File: src/rtl/writeback_pkg.sv
`default_nettype none
// ============================================================================
//  Module      : writeback_pkg
//  Description : Shared Y86-64 constants for the write-back stage: status
//                codes, icodes, register IDs, the W pipeline-register record
//                and the bubble value loaded on reset or bubble.
//  Revision    : 1.0 - initial release
// ============================================================================
package writeback_pkg;

    // Status codes
    localparam logic [2:0] c_SBUB = 3'd0;
    localparam logic [2:0] c_SAOK = 3'd1;
    localparam logic [2:0] c_SHLT = 3'd2;
    localparam logic [2:0] c_SADR = 3'd3;
    localparam logic [2:0] c_SINS = 3'd4;

    // Instruction codes
    localparam logic [3:0] c_IHALT   = 4'h0;
    localparam logic [3:0] c_INOP    = 4'h1;
    localparam logic [3:0] c_IRRMOVQ = 4'h2;
    localparam logic [3:0] c_IIRMOVQ = 4'h3;
    localparam logic [3:0] c_IRMMOVQ = 4'h4;
    localparam logic [3:0] c_IMRMOVQ = 4'h5;
    localparam logic [3:0] c_IOPQ    = 4'h6;
    localparam logic [3:0] c_IJXX    = 4'h7;
    localparam logic [3:0] c_ICALL   = 4'h8;
    localparam logic [3:0] c_IRET    = 4'h9;
    localparam logic [3:0] c_IPUSHQ  = 4'hA;
    localparam logic [3:0] c_IPOPQ   = 4'hB;

    // Register IDs
    localparam logic [3:0] c_RRSP  = 4'h4;
    localparam logic [3:0] c_RNONE = 4'hF;

    // W pipeline register contents
    typedef struct packed {
        logic [2:0]  stat;
        logic [3:0]  icode;
        logic [3:0]  dstE;
        logic [63:0] valE;
        logic [3:0]  dstM;
        logic [63:0] valM;
    } w_reg_t;

    localparam w_reg_t c_W_BUBBLE = '{
        stat  : c_SBUB,
        icode : c_INOP,
        dstE  : c_RNONE,
        valE  : 64'd0,
        dstM  : c_RNONE,
        valM  : 64'd0
    };

    // True for the status codes that stop the machine
    function automatic logic is_exc(input logic [2:0] stat);
        return (stat == c_SHLT) || (stat == c_SADR) || (stat == c_SINS);
    endfunction

endpackage : writeback_pkg
`default_nettype wire

File: src/rtl/wb_perf_cnt.sv
`default_nettype none
// ============================================================================
//  Module      : wb_perf_cnt
//  Description : Free-wrapping performance counter with count enable and
//                synchronous active-low clear.
//  Ports       : i_clk   - clock
//                i_rst_n - synchronous clear, active-low
//                i_en    - increment on this edge
//                o_count - current count (wraps modulo 2^CNT_W)
//  Revision    : 1.0 - initial release
// ============================================================================
module wb_perf_cnt #(
    parameter int CNT_W = 64
) (
    input  logic             i_clk,
    input  logic             i_rst_n,
    input  logic             i_en,
    output logic [CNT_W-1:0] o_count
);

    logic [CNT_W-1:0] r_count;

    always_ff @(posedge i_clk) begin
        if (!i_rst_n) begin
            r_count <= '0;
        end else if (i_en) begin
            r_count <= r_count + CNT_W'(1);
        end
    end

    assign o_count = r_count;

endmodule : wb_perf_cnt
`default_nettype wire

File: src/rtl/writeback.sv
`default_nettype none
// ============================================================================
//  Module      : writeback
//  Description : Y86-64 write-back (W) stage. Holds the W pipeline register,
//                drives register-file write ports / forwarding tags, freezes
//                the machine on halt or exception, reports processor status
//                and keeps retired-instruction and RUN-cycle counters.
//  Ports       : clk_i, rst_n_i         - clock, synchronous active-low reset
//                W_stall_i, W_bubble_i  - pipeline control for W
//                M_* / m_valM_i         - instruction arriving from memory
//                W_dst*_o, W_val*_o     - regfile write ports / forward tags
//                W_icode_o, W_stat_o    - raw W register contents
//                w_exc_o                - W holds HLT/ADR/INS
//                cpu_stat_o, halted_o   - architectural status
//                retired_o, cycles_o    - performance counters
//  Revision    : 1.0 - initial release
// ============================================================================
module writeback
    import writeback_pkg::*;
#(
    parameter int CNT_W = 64
) (
    input  logic             clk_i,
    input  logic             rst_n_i,
    input  logic             W_stall_i,
    input  logic             W_bubble_i,
    input  logic [2:0]       M_stat_i,
    input  logic [3:0]       M_icode_i,
    input  logic [3:0]       M_dstE_i,
    input  logic [63:0]      M_valE_i,
    input  logic [3:0]       M_dstM_i,
    input  logic [63:0]      m_valM_i,
    output logic [3:0]       W_dstE_o,
    output logic [63:0]      W_valE_o,
    output logic [3:0]       W_dstM_o,
    output logic [63:0]      W_valM_o,
    output logic [3:0]       W_icode_o,
    output logic [2:0]       W_stat_o,
    output logic             w_exc_o,
    output logic [2:0]       cpu_stat_o,
    output logic             halted_o,
    output logic [CNT_W-1:0] retired_o,
    output logic [CNT_W-1:0] cycles_o
);

    typedef enum logic [1:0] {
        ST_RUN  = 2'd0,
        ST_HALT = 2'd1,
        ST_ERR  = 2'd2
    } wb_state_e;

    wb_state_e r_state;
    wb_state_e w_state_nxt;
    w_reg_t    r_w;
    logic [2:0] r_frz_stat;
    logic       w_run;
    logic       w_retire;

    assign w_run = (r_state == ST_RUN);

    // ------------------------------------------------------------------
    // Status FSM: leaves RUN on the edge where W carries the fault code,
    // then stays put until reset.
    // ------------------------------------------------------------------
    always_ff @(posedge clk_i) begin
        if (!rst_n_i) begin
            r_state <= ST_RUN;
        end else begin
            r_state <= w_state_nxt;
        end
    end

    always_comb begin
        w_state_nxt = r_state;
        if (r_state == ST_RUN) begin
            if (r_w.stat == c_SHLT) begin
                w_state_nxt = ST_HALT;
            end else if ((r_w.stat == c_SADR) || (r_w.stat == c_SINS)) begin
                w_state_nxt = ST_ERR;
            end
        end
    end

    // Status reported while frozen. It tracks W every RUN cycle, so on the
    // freezing edge it captures the fault code itself; anything loaded into
    // W on that same edge cannot disturb the reported status afterwards.
    always_ff @(posedge clk_i) begin
        if (!rst_n_i) begin
            r_frz_stat <= c_SAOK;
        end else if (w_run) begin
            r_frz_stat <= r_w.stat;
        end
    end

    // ------------------------------------------------------------------
    // W pipeline register: reset > frozen > stall > bubble > load
    // ------------------------------------------------------------------
    always_ff @(posedge clk_i) begin
        if (!rst_n_i) begin
            r_w <= c_W_BUBBLE;
        end else if (w_run && !W_stall_i) begin
            if (W_bubble_i) begin
                r_w <= c_W_BUBBLE;
            end else begin
                r_w <= '{
                    stat  : M_stat_i,
                    icode : M_icode_i,
                    dstE  : M_dstE_i,
                    valE  : M_valE_i,
                    dstM  : M_dstM_i,
                    valM  : m_valM_i
                };
            end
        end
    end

    // ------------------------------------------------------------------
    // Outputs: only a healthy instruction in a running machine writes
    // ------------------------------------------------------------------
    assign W_dstE_o   = (w_run && (r_w.stat == c_SAOK)) ? r_w.dstE : c_RNONE;
    assign W_dstM_o   = (w_run && (r_w.stat == c_SAOK)) ? r_w.dstM : c_RNONE;
    assign W_valE_o   = r_w.valE;
    assign W_valM_o   = r_w.valM;
    assign W_icode_o  = r_w.icode;
    assign W_stat_o   = r_w.stat;
    assign w_exc_o    = is_exc(r_w.stat);
    assign halted_o   = !w_run;
    assign cpu_stat_o = !w_run                ? r_frz_stat :
                        (r_w.stat == c_SBUB)  ? c_SAOK     : r_w.stat;

    // An AOK instruction retires on the edge it leaves W, so a stalled one
    // is counted once, on release.
    assign w_retire = w_run && (r_w.stat == c_SAOK) && !W_stall_i;

    wb_perf_cnt #(.CNT_W(CNT_W)) u_retired_cnt (
        .i_clk   (clk_i),
        .i_rst_n (rst_n_i),
        .i_en    (w_retire),
        .o_count (retired_o)
    );

    wb_perf_cnt #(.CNT_W(CNT_W)) u_cycles_cnt (
        .i_clk   (clk_i),
        .i_rst_n (rst_n_i),
        .i_en    (w_run),
        .o_count (cycles_o)
    );

endmodule : writeback
`default_nettype wire

File: config.mk
export PLATFORM = sky130hd
export DESIGN_NAME = writeback
export DESIGN_NICKNAME = d
export VERILOG_FILES = /design/src/rtl/writeback_pkg.sv /design/src/rtl/wb_perf_cnt.sv /design/src/rtl/writeback.sv
export SDC_FILE = /design/constraint.sdc
export NUM_CORES = 1
export LEC_CHECK = 0
export BUFFER_PORTS_ARGS = -buffer_cell sky130_fd_sc_hd__clkbuf_2
export CAP_MARGIN = 10
export CORE_ASPECT_RATIO = 1.25
export CORE_UTILIZATION = 46
export CTS_CLUSTER_DIAMETER = 40
export DETAILED_ROUTE_END_ITERATION = 7
export PLACE_DENSITY = 0.84
export SETUP_SLACK_MARGIN = 0.1
export SYNTH_ARGS = -nofsm -noshare
export SYNTH_HDL_FRONTEND = slang
export SYNTH_SLANG_ARGS = --single-unit
File: constraint.sdc
create_clock -name clk_i -period 2.2 [get_ports clk_i]
set_input_delay 0.22 -clock clk_i [delete_from_list [all_inputs] [get_ports clk_i]]
set_output_delay 0.22 -clock clk_i [all_outputs]
set_load 0.05 [all_outputs]
==> results by group <==
Yosys
  • Flip-flop cell with the highest count after synthesis: sky130_fd_sc_hd__dfxtp_1
  • Fraction of the yosys area taken by sequential cells: 43.00%
  • EDFF count, synth: 0
  • Gate count after technology mapping: 1552
  • Post-Synthesis Mean Instance Area: 8.279 µm²
  • Post-synthesis cell type with the largest combined area: sky130_fd_sc_hd__dfxtp_1
  • Syn nets: 1701
  • Count of different cell masters after synthesis: 46
  • Synth area leaders: sky130_fd_sc_hd__dfxtp_1 43%, sky130_fd_sc_hd__buf_4 7.9%, sky130_fd_sc_hd__nand3b_1 7.9%
  • Synth async-reset ratio: 0%
  • Fraction of post-synthesis cell area in the top cell type by area: 43.00%
  • Area of the mapped netlist: 0.01285 mm²
  • Warning count from the yosys run: 0
  • Flops & latches, synth: 276

Timing
  • Setup repair after global routing missed its margin: true
  • Worst-margin pin slew: 0.7018 ns
  • Slew HR: 53.21%
  • Count of pins over their slew limit: 0
  • Ratio of final minimum period to clock period: 98.80%
  • Final setup skew: 0.02241 ns
  • Sum of negative setup slack: 0 ns
  • Max Clk Rate: 460.1 MHz
  • Final setup violation count: 0
  • Final critical path time including I/O delays and setup: 2.174 ns
  • Number of failing hold endpoints at the final stage: 0

Finish
  • NumNets Final: 2164
  • Layout overhead on the synthesized area: 40.30%
  • Most common library cell in the layout ignoring fill and taps: sky130_fd_sc_hd__clkbuf_2
  • Utilization after layout: 65.39%
  • Final instance count without filler cells: 2394
  • Leading cell types in the layout, fill and taps excluded: 410 x sky130_fd_sc_hd__clkbuf_2, 204 x sky130_fd_sc_hd__nand2_1, 189 x sky130_fd_sc_hd__a21oi_1
  • Fraction of layout cells with a size suffix above 1: 36.42%
  • Design Area, Final: 0.01803 mm²

Critical path
  • Crit path max-delay cell type: sky130_fd_sc_hd__or4_4
  • CP arrival: 2.63 ns
  • Most frequent cell on the critical path: sky130_fd_sc_hd__or4_4
  • Cell family with most CP delay: simple AND/OR/NAND/NOR gates
  • Capture instance of the worst register-to-register path: u_retired_cnt.o_count[50]$_SDFFE_PN0P_
  • Category of the worst setup path capture point: register
  • Reg-to-Reg Start: W_stat_o[1]$_SDFFE_PN0P_
  • Number of cells on the worst reg-to-reg path: 7
  • Category of the most critical setup path: reg -> reg
  • Category of the worst setup path launch point: register
  • Largest stage delay on the critical path: 0.58 ns
  • Required time of the worst setup path: 2.65 ns
  • Critical path buffer and inverter count: 2
  • Top fanout value on the critical path: 5
  • Cell-by-cell listing of the critical path: nor3b_4 > buf_6 > nand3_2 > or4_4 > buf_12 > or4_4 > a21oi_1
  • Worst reg-to-reg setup slack: 0.03 ns
  • Source of the critical timing path: W_stat_o[1]$_SDFFE_PN0P_

Clocking
  • Largest buffer count on any clock path: 3
  • Total clock sinks: 276
  • Buffer cell driving the clock tree root: sky130_fd_sc_hd__clkbuf_16
  • Clock buffer count from CTS: 36
  • CTS tree: done
  • H-Tree Level Count: 2
  • Source-to-sink clock delay at the later pin of the worst-skew pair: 0.53 ns
  • Clock slew at reported path FFs: 0.06 ns

Global route
  • Global-route wire length before repair: 65710 µm
  • Overflow left after global routing: 0
  • Overall Global Routing Usage: 28.68%
  • Pin count of the biggest net entering global routing: 94
  • Number of global-route vias before repair: 13170
  • Antenna violations before repair: 1

Placement
  • Cells after DPL: 2165
  • RD Place Congestion: 0.8919
  • Sum of net half-perimeters after detailed placement: 26480 µm
  • Count of buffers inserted at the top-level ports: 422
  • Total placed instance area: 0.01491 mm²

Worst hold path
  • Cells on Worst Hold Path: 3
  • Worst Min Path Start: M_valE_i[57]
  • Hold/Removal Path Class: in -> reg
  • Worst Hold Endpoint: W_valE_o[57]$_SDFFE_PN0P_

Pwr
  • Peak supply drop: 490.2 µV
  • Total power of the final layout: 12520 µW
  • Static leakage: 0.007268 µW
  • Cell area power density: 694.6 mW/mm²

Detailed routing
  • DRC marker count from the first detailed-route iteration: 825
  • Via count: 13570
  • DRC violations left: 0
  • Total Wirelength: 44000 µm
  • Vias/cell: 5.668
  • Average wire per cell in the routed design: 18.38 µm
  • First-pass detailed-route iteration total: 8
  • Number of nets with antenna violations after detailed routing: 0

Floorplan
  • Placeable core region: 0.02757 mm²
  • DIE AREA: 0.02861 mm²
  • Die width: 151.5 µm
  • Initial core utilization: 46.61%
  • Die boundary height: 188.9 µm
  • Standard-cell row count: 68
  • Number of placed I/O pins: 423

Outcome
  • Result of the run: completed

Flow run
  • Number of max-cap violations: 0
[sequential cells by signal, indices dropped and copies added (netlist names)]
name                   flops
W_icode_o                  4
W_valE_o                  64
W_valM_o                  64
r_w                        8
r_state                    2
r_frz_stat                 3
u_cycles_cnt.o_count      64
W_stat_o                   3
u_retired_cnt.o_count     64
[Yosys cell counts, drive strengths merged, types with 24 or more instances]
cell type  instances
dfxtp            276
nand2            205
a21oi            198
buf              149
nand3b           136
nor2              82
clkbuf            81
nand4             49
nand3             46
o21ai             45
or3               37
or4               30
xor2              27
nor3              26
o31ai             24
xnor2             24
[repair_timing]
action	in CTS	in global routing
setup endpoints to repair	43	78
gates resized for setup	33	65
endpoints found under the hold margin	131	0
setup buffers	10	20
pin swaps	5	22
hold buffers	131	0
cloned	0	1
[worst max path at each step]
stage	to	slack, ns	cells past startpoint
2_1_floorplan	u_retired_cnt.o_count[50]$_SDFFE_PN0P_	-0.02	6
3_3_place_gp	u_retired_cnt.o_count[53]$_SDFFE_PN0P_	0.009	6
3_5_place_dp	u_retired_cnt.o_count[47]$_SDFFE_PN0P_	-0.04	6
4_1_cts	u_retired_cnt.o_count[46]$_SDFFE_PN0P_	0.04	7
5_1_grt	u_retired_cnt.o_count[50]$_SDFFE_PN0P_	-0.03	6
6_report	u_retired_cnt.o_count[50]$_SDFFE_PN0P_	0.03	7
[through the flow]
step	hold slack, ns	worst slack [ns]
6_report	0.01606	0.02634
5_1_grt	0.01403	-0.03096
4_1_cts	0.005428	0.04036
3_5_place_dp	0.4423	-0.03939
3_3_place_gp	0.4371	0.008897
2_1_floorplan	0.3767	-0.01541
[metal layers]
metal  vias to the layer above  GRT usage (%)  part of all wire (%)
li1                       6251              -                     -
met1                      6397          30.61                    36
met2                       723          49.51                    49
met3                       197          7.108                   8.2
met4                         0          18.81                   6.5
met5                         -              0                     0
[power by group]
| group | switching, µW | internal [µW] |
|---|---|---|
| sequential | 88.3 | 5090 |
| clock | 2370 | 3350 |
| combinational | 1070 | 552 |
[kinds of logic (layout without fill, tap and decap cells)]
| kind of cell | Yosys count | after routing | share of synthesized area, % |
|---|---|---|---|
| multiplexers | 6 | 6 | 0.4674 |
| XOR/XNOR | 51 | 51 | 3.476 |
| AO/OA/AOI/OAI | 283 | 283 | 11.90 |
| flip-flops | 276 | 276 | 43.00 |
| buffers and inverters | 245 | 736 | 11.29 |
| adder cells (fa/ha/maj) | 2 | 2 | 0.1947 |
| other | 0 | 1 | 0 |
| AND/OR/NAND/NOR | 689 | 689 | 29.67 |
[tightest hold or removal path, stage by stage]
cell,delay [ns]
sky130_fd_sc_hd__clkbuf_2,0.08
sky130_fd_sc_hd__nand3b_1,0.10
sky130_fd_sc_hd__a21oi_1,0.08
[layout make-up]
cell class / instances / area (µm²)
antenna: 1 / 2.502
clock inverter: 17 / 136.4
multi-input combinational: 1031 / 6181
sequential: 276 / 5733
clock buffer: 49 / 1031
tap: 350 / 437.9
inverter: 14 / 60.06
timing repair buffer: 656 / 4444
fill: 2037 / 9540
No activity file was read; power rests on OpenSTA's default activity.
